--- src/rtl/blink_meter.sv ---
// blink_meter: measures the half-period of four slow input lines in 1 ms ticks
// and exposes the results, valid flags and enables on the slot bus.
//
// Per-channel state | meaning
// DISARMED          | channel idle or disabled; counter held at 0, waiting for a starting edge
// ARMED             | timing between edges; each edge captures the count and restarts it

module blink_meter #(
    parameter int CLKS_PER_MS = 100_000,
    parameter int CNT_W       = 16
) (
    input  logic        clk,
    input  logic        reset,
    input  logic        cs,
    input  logic        read,
    input  logic        write,
    input  logic [4:0]  addr,
    input  logic [31:0] wr_data,
    output logic [31:0] rd_data,
    input  logic [3:0]  din
);

    localparam int PS_W = (CLKS_PER_MS > 1) ? $clog2(CLKS_PER_MS) : 1;
    localparam logic [PS_W-1:0]  PS_LAST = PS_W'(CLKS_PER_MS - 1);
    localparam logic [CNT_W-1:0] CNT_MAX = {CNT_W{1'b1}};

    typedef enum logic {
        DISARMED = 1'b0,
        ARMED    = 1'b1
    } state_t;

    logic [3:0]      sync1_q, sync1_d;
    logic [3:0]      sync2_q, sync2_d;
    logic [3:0]      prev_q, prev_d;
    logic [PS_W-1:0] presc_q, presc_d;
    logic [3:0]      en_q, en_d;
    logic [3:0]      valid_q, valid_d;
    state_t          state_q  [4];
    state_t          state_d  [4];
    logic [CNT_W-1:0] cnt_q    [4];
    logic [CNT_W-1:0] cnt_d    [4];
    logic [CNT_W-1:0] period_q [4];
    logic [CNT_W-1:0] period_d [4];

    logic       tick;
    logic       wr_en;
    logic [3:0] edge_det;
    logic [3:0] clr;
    logic       unused_ok;

    // read strobes have no side effects, and only the low nibble of write data matters
    assign unused_ok = ^{read, wr_data[31:4]};

    assign wr_en    = cs && write;
    assign edge_det = sync2_q ^ prev_q;
    assign tick     = (presc_q == PS_LAST);

    always_comb begin
        sync1_d = din;
        sync2_d = sync1_q;
        prev_d  = sync2_q;
        presc_d = tick ? '0 : presc_q + PS_W'(1);
        en_d    = (wr_en && addr == 5'd5) ? wr_data[3:0] : en_q;
        clr     = (wr_en && addr == 5'd4) ? wr_data[3:0] : 4'b0;
    end

    always_comb begin
        for (int i = 0; i < 4; i++) begin
            state_d[i]  = state_q[i];
            cnt_d[i]    = cnt_q[i];
            period_d[i] = period_q[i];
            // clear first so a same-cycle capture below takes priority
            valid_d[i]  = valid_q[i] & ~clr[i];

            if (!en_q[i]) begin
                state_d[i] = DISARMED;
                cnt_d[i]   = '0;
            end else begin
                case (state_q[i])
                    DISARMED: begin
                        if (edge_det[i]) begin
                            cnt_d[i]   = '0;
                            state_d[i] = ARMED;
                        end
                    end
                    ARMED: begin
                        if (edge_det[i]) begin
                            period_d[i] = cnt_q[i];
                            valid_d[i]  = 1'b1;
                            cnt_d[i]    = '0;
                        end else if (tick && cnt_q[i] != CNT_MAX) begin
                            cnt_d[i] = cnt_q[i] + CNT_W'(1);
                        end
                    end
                    default: state_d[i] = DISARMED;
                endcase
            end
        end
    end

    always_ff @(posedge clk) begin
        if (reset) begin
            sync1_q <= '0;
            sync2_q <= '0;
            prev_q  <= '0;
            presc_q <= '0;
            en_q    <= '0;
            valid_q <= '0;
            for (int i = 0; i < 4; i++) begin
                state_q[i]  <= DISARMED;
                cnt_q[i]    <= '0;
                period_q[i] <= '0;
            end
        end else begin
            sync1_q <= sync1_d;
            sync2_q <= sync2_d;
            prev_q  <= prev_d;
            presc_q <= presc_d;
            en_q    <= en_d;
            valid_q <= valid_d;
            for (int i = 0; i < 4; i++) begin
                state_q[i]  <= state_d[i];
                cnt_q[i]    <= cnt_d[i];
                period_q[i] <= period_d[i];
            end
        end
    end

    always_comb begin
        rd_data = 32'b0;
        case (addr)
            5'd0:    rd_data = 32'(period_q[0]);
            5'd1:    rd_data = 32'(period_q[1]);
            5'd2:    rd_data = 32'(period_q[2]);
            5'd3:    rd_data = 32'(period_q[3]);
            5'd4:    rd_data = {24'b0, sync2_q, valid_q};
            5'd5:    rd_data = {28'b0, en_q};
            default: rd_data = 32'b0;
        endcase
    end

endmodule

--- config.mk ---
export PLATFORM = sky130hd
export DESIGN_NAME = blink_meter
export DESIGN_NICKNAME = d
export VERILOG_FILES = /design/src/rtl/blink_meter.sv
export SDC_FILE = /design/constraint.sdc
export NUM_CORES = 1
export LEC_CHECK = 0
export ABC_CLOCK_PERIOD_IN_PS = 3300
export CAP_MARGIN = 40
export CORE_ASPECT_RATIO = 1.5
export CORE_MARGIN = 3
export CORE_UTILIZATION = 50
export CTS_BUF_LIST = sky130_fd_sc_hd__clkbuf_8
export DETAILED_ROUTE_END_ITERATION = 10
export PLACE_DENSITY = 0.82
export SYNTH_ARGS = -nofsm -noshare
export SYNTH_HDL_FRONTEND = slang
export SYNTH_SLANG_ARGS = --single-unit
--- constraint.sdc ---
create_clock -name clk -period 3.3 [get_ports clk]
set_input_delay 0.66 -clock clk [delete_from_list [all_inputs] [get_ports clk]]
set_output_delay 0.66 -clock clk [all_outputs]
set_load 0.02 [all_outputs]
After elaboration in Yosys (flattened, before gate mapping)
Memory sizes are Yosys's and may differ from the RTL's.
Cells that the tools add are included.
{"block": "classes", "n_addsub": 5, "n_eq_ne": 10, "mux": 73, "bitwise_logic": 25, "n_reduce_logical": 9}
{"operator": "2-to-1 mux 16 bit", "count": 36}
{"operator": "one-hot mux 16 bit (2 select lines)", "count": 4}
{"operator": "one-hot mux 16 bit (6 select lines)", "count": 1}
{"operator": "adder 16 x 1 -> 16 bit (second input constant)", "count": 4}
{"operator": "!= test 16 bit (second input constant)", "count": 4}
{"operator": "2-to-1 mux 1 bit", "count": 31}
{"operator": "adder 17 x 1 -> 17 bit (second input constant)", "count": 1}
{"operator": "== test 17 bit (second input constant)", "count": 1}
{"operator": "OR 1 bit", "count": 12}
{"operator": "== test 5 x 2 -> 1 bit (second input constant)", "count": 2}
{"operator": "== test 5 x 3 -> 1 bit (second input constant)", "count": 2}
{"operator": "NOT 1 bit", "count": 8}
{"operator": "logical AND 1 bit", "count": 7}
{"operator": "== test 5 x 1 -> 1 bit (second input constant)", "count": 1}
{"operator": "zero test 5 bit", "count": 1}
{"operator": "AND 1 bit", "count": 4}
{"operator": "2-to-1 mux 4 bit", "count": 1}
{"operator": "XOR 4 bit", "count": 1}
{"operator": "OR reduction 2 bit", "count": 1}
{"block": "word_totals", "ff_bits": 37, "mem_bits_rw": 132, "input_bits": 46, "output_inout_bits": 32, "word_cells": 131, "mem_count": 3}
{"memory": "cnt_q", "words": 4, "word_bits": 16, "read_ports": 4, "rd_clocked_by_memory_dff": 0, "wr": 4, "line_no": "40", "source": "logic [CNT_W-1:0] cnt_q [4];"}
{"memory": "period_q", "words": 4, "word_bits": 16, "read_ports": 4, "rd_clocked_by_memory_dff": 0, "wr": 4, "line_no": "42", "source": "logic [CNT_W-1:0] period_q [4];"}
{"memory": "state_q", "words": 4, "word_bits": 1, "read_ports": 4, "rd_clocked_by_memory_dff": 0, "wr": 4, "line_no": "38", "source": "state_t state_q [4];"}

Depth between registers and ports, before layout
Gate-level depths: netlist (run 1).
{"block": "depth", "ltp_word": 8, "depth_mapped": 8, "ltp_nobuf": 6}

Worst setup path after synthesis (run 1)
Ideal clock, no wire load.
{"block": "synth_timing", "path_type": "input -> output", "startpoint": "input addr[0]", "endpoint": "output rd_data[4]", "arrival_time_ps": 2184, "required_ps": 2640, "slack_ps": 456, "path_stages": 5, "n_path_buf": 2, "cell_sequence": "buf_1 -> clkbuf_1 -> nor3b_1 -> a22oi_1 -> o21ai_0"}
{"block": "synth_via", "elab_chain_len": 2, "word_cells_on_any_way": 7, "classes_between": "5 x eq/ne; 1 x mux; 1 x reduce/logical"}
{"element": "from (decl)", "line_no": "17", "source": "input logic [4:0] addr,"}
{"element": "== test 5 x 3 -> 1 bit (tied with other cells)", "line_no": "131", "source": "case (addr)"}
{"element": "one-hot mux 16 bit (6 select lines) (*)", "line_no": "131"}
{"element": "to (decl)", "line_no": "19", "source": "output logic [31:0] rd_data,"}
Mark *: on every way between the ends. The rest lies on a longest branch, timed or not.

Worst setup path in the final report (run 1)
{"block": "layout_timing", "startpoint": "input addr[0]", "endpoint": "output rd_data[3]"}
The elaborated chain is that of the path after synthesis.

==> metrics.cfg, run 1 <==
[drt]
ant_nets = 0
wl_mm = 17.90
dr.pass1.iters = 7
vias = 6619
routedWlPerCell_um = 15.63
drt_iter0_markers = 495
viasPerCell = 5.781
drc_errors = 0

[clocking]
post_cts_buffers = 0
cts_sinks = 169
htreeDepth = 4
cts-buffers-inserted = 17
clk_pin_slew_ps = 80
ctsHoldBuffers = 0
clock_latency_ps = 460
clock_path_buffers = 2
clockRootBuffer = clkbuf_8
cts_tree = yes

[grt]
grt_max_degree = 33
gr-usage-all-layers = 0.2207
grt_pass1_vias = 6143
antenna_found_initial = 0
grt_pass1_wl_mm = 29.68
grt.overflow.total = 0

[worst_setup_path]
path_max_fanout = 10
worstSetupPathType = input pin to primary output
worstRegToRegCells = 7
cp-start-kind = input pin
required_ps = 2640
crit_path_end_kind = primary output
rr_endpoint = cnt_q[3][8]
rrSetupSlack_ps = 570
reg2reg_from = presc_q[14]
arrival_ps = 2590

[synthesis]
yosysTopAreaCellShare = 0.4476
postSynthCellCount = 910
ys.warnings.count = 0
ys_seq_elements = 169
synth_seq_area_share = 0.4476
synth_area_um2 = 7558
syn_area_per_cell_um2 = 8.306
synth_edf_count = 0
synthDistinctLibCells = 46
synth_top_flop_cell = dfxtp_1
postSynth.asyncResetShare = 0
yosysTopAreaCell = dfxtp_1
ys_top_cells_by_area = dfxtp_1 (45%), nand2_1 (7.6%), a21oi_1 (6.8%)

[sta]
whs_ps = 441.0
min_period_ps = 3247
hold_violations = 0
rsz0062_at_grt = false
fin_skew_ps = 12.29
finalCritPeriodShare = 0.9838
worstMarginPinSlew_ps = 666.9
slew_headroom = 0.5541
finalWorstSetupSlack_ps = 53.41
slew_viol_final = 0
final-setup-viol-count = 0
fmax_mhz = 308.0

[final_layout]
n_antenna_cell = 0
stdcell_count = 1145
nNetsFinal = 987
drive_gt1_frac = 0.08430
area_growth_pct = 11.82
fillerInstances = 1295
post-route-util = 0.5765

[placement]
dp_hpwl_mm = 12.94
dp.cells = 1113
place_congestion = 0.8818
place_ws_ps = -198.1
port_buffers = 32

[run]
cap_violations = 0

[floorplan]
rows = 54
ioPinCount = 78
die_x_um = 106.4
initial_core_util = 0.5155
die_y_um = 156.6
dieArea_um2 = 16660
core_um2 = 14660

[power_and_ir_drop]
max-vdd-ir-drop_mv = 0.2190
p_per_area_nw_per_um2 = 430.4
p_leak_nw = 2.854

[worst_hold_path]
holdPathStages = 1
worstHoldStart = sync1_q[2]
min_to = prev_d[2]
min_path_type = register to register

[outcome]
status = finished clean

## kinds of logic (layout without fill, tap and decap cells)
family	count (synthesis)	in the layout	share of synthesized area
compound gates	182	182	0.1369
xor+xnor	30	30	0.03476
mux	27	27	0.05562
flops	169	169	0.4476
simple gates	403	403	0.2620
other cells	1	16	0.0004961
fa+ha+maj	5	5	0.008277
buf+inv	93	117	0.05430
## worst max-delay path by stage
stage	slack, ps	cells past startpoint	from	to
floorplan	460	5	addr[0]	rd_data[4]
global placement	-180	6	addr[0]	rd_data[3]
detailed placement	-200	6	addr[0]	rd_data[3]
CTS	50	6	addr[0]	rd_data[3]
global route	3	7	addr[0]	rd_data[3]
finish	50	6	addr[0]	rd_data[3]
## Yosys cell counts (16+ instances only)
| cell type | number |
|---|---|
| clkbuf_1 | 45 |
| nand3_1 | 39 |
| nor2_1 | 64 |
| o21ai_0 | 34 |
| inv_1 | 29 |
| nand2_1 | 153 |
| dfxtp_1 | 169 |
| or3_1 | 32 |
| a21oi_1 | 102 |
| xor2_1 | 22 |
| buf_4 | 16 |
| nand4_1 | 22 |
## cells in the final DEF (no fill, tap or decap), drive strengths merged, types with 4 or more instances in the layout
master and n:
o21ai 34, nand3 39, conb 16, mux4 12, o31ai 11, o211ai 10, dlygate4sd2 15, or2 8
nand2b 7, inv 32, nor4 7, xor2 22, ha 5, o21a 4, clkbuf 18, clkinv 7
nor2 64, dfxtp 169, nand2 153, xnor2 8, mux2i 15, and4 5, a22oi 4, nor2b 13
a21oi 102, buf 25, or4 17, and2 8, nand4 22, a31oi 6, a222oi 4, and3 15
or3 32, clkdlybuf4s50 16, nor3 8
## critical path, stage by stage
cell and delay, ps:
clkdlybuf4s50_1 510, buf_12 150, mux4_2 500, a222oi_1 350
inv_1 80, dlygate4sd2_1 330
## sequential cells by signal (all words and copies together), names as in the netlist
name,flops
state_q,4
en_q,4
cnt_q,64
prev_q,4
presc_q,17
period_q,64
sync1_q,4
prev_d,4
valid_q,4
## final cells by class
class                   count  area [um^2]  share of cell area
inverters                  29        108.9             0.01288
clock inverters            14        150.1             0.01776
well taps                 196        245.2             0.02902
clock buffers              18        247.7             0.02931
multi-input cells         663         3827              0.4528
flip-flops and latches    169         3383              0.4003
repair buffers             56        489.2             0.05788
## timing repair
action / CTS / global route
setup endpoints to repair: 15 / 1
gates resized for setup: 15 / 0
pin swaps: 2 / 1
## stage by stage
step	total power [mW]	setup TNS, ps	instance area, um^2
after global routing	3.737	0	8452
after detailed placement	2.216	-1387	8073
after CTS	3.646	0	8452
final	3.638	0	8452
after global placement	2.214	-1032	8058
after floorplan	2.182	0	7615
## metal layers
layer  global-route usage  vias up  part of all wire
met3              0.03962       53             0.049
met5                    0        -                 0
met4               0.1160        0             0.045
li1                     -     3222                 -
met1               0.2516     3145              0.40
met2               0.3914      199              0.51
## report_power, final
group	total (mW)	switching, mW	internal [mW]
Clock	1.47	0.773	0.696
Combinational	0.116	0.0705	0.0457
Sequential	2.05	0.00626	2.05
Note: power is estimated with default switching activity, not from simulation.
==> run 2: changes to the inputs <==
--- a/config.mk
+++ b/config.mk
@@ -13,6 +13,7 @@
 export CTS_BUF_LIST = sky130_fd_sc_hd__clkbuf_8
 export DETAILED_ROUTE_END_ITERATION = 10
 export PLACE_DENSITY = 0.82
+export SLEW_MARGIN = 20
 export SYNTH_ARGS = -nofsm -noshare
 export SYNTH_HDL_FRONTEND = slang
 export SYNTH_SLANG_ARGS = --single-unit
==> results of run 2 <==
Final layout, timing and power as in run 1 (identical DEF).
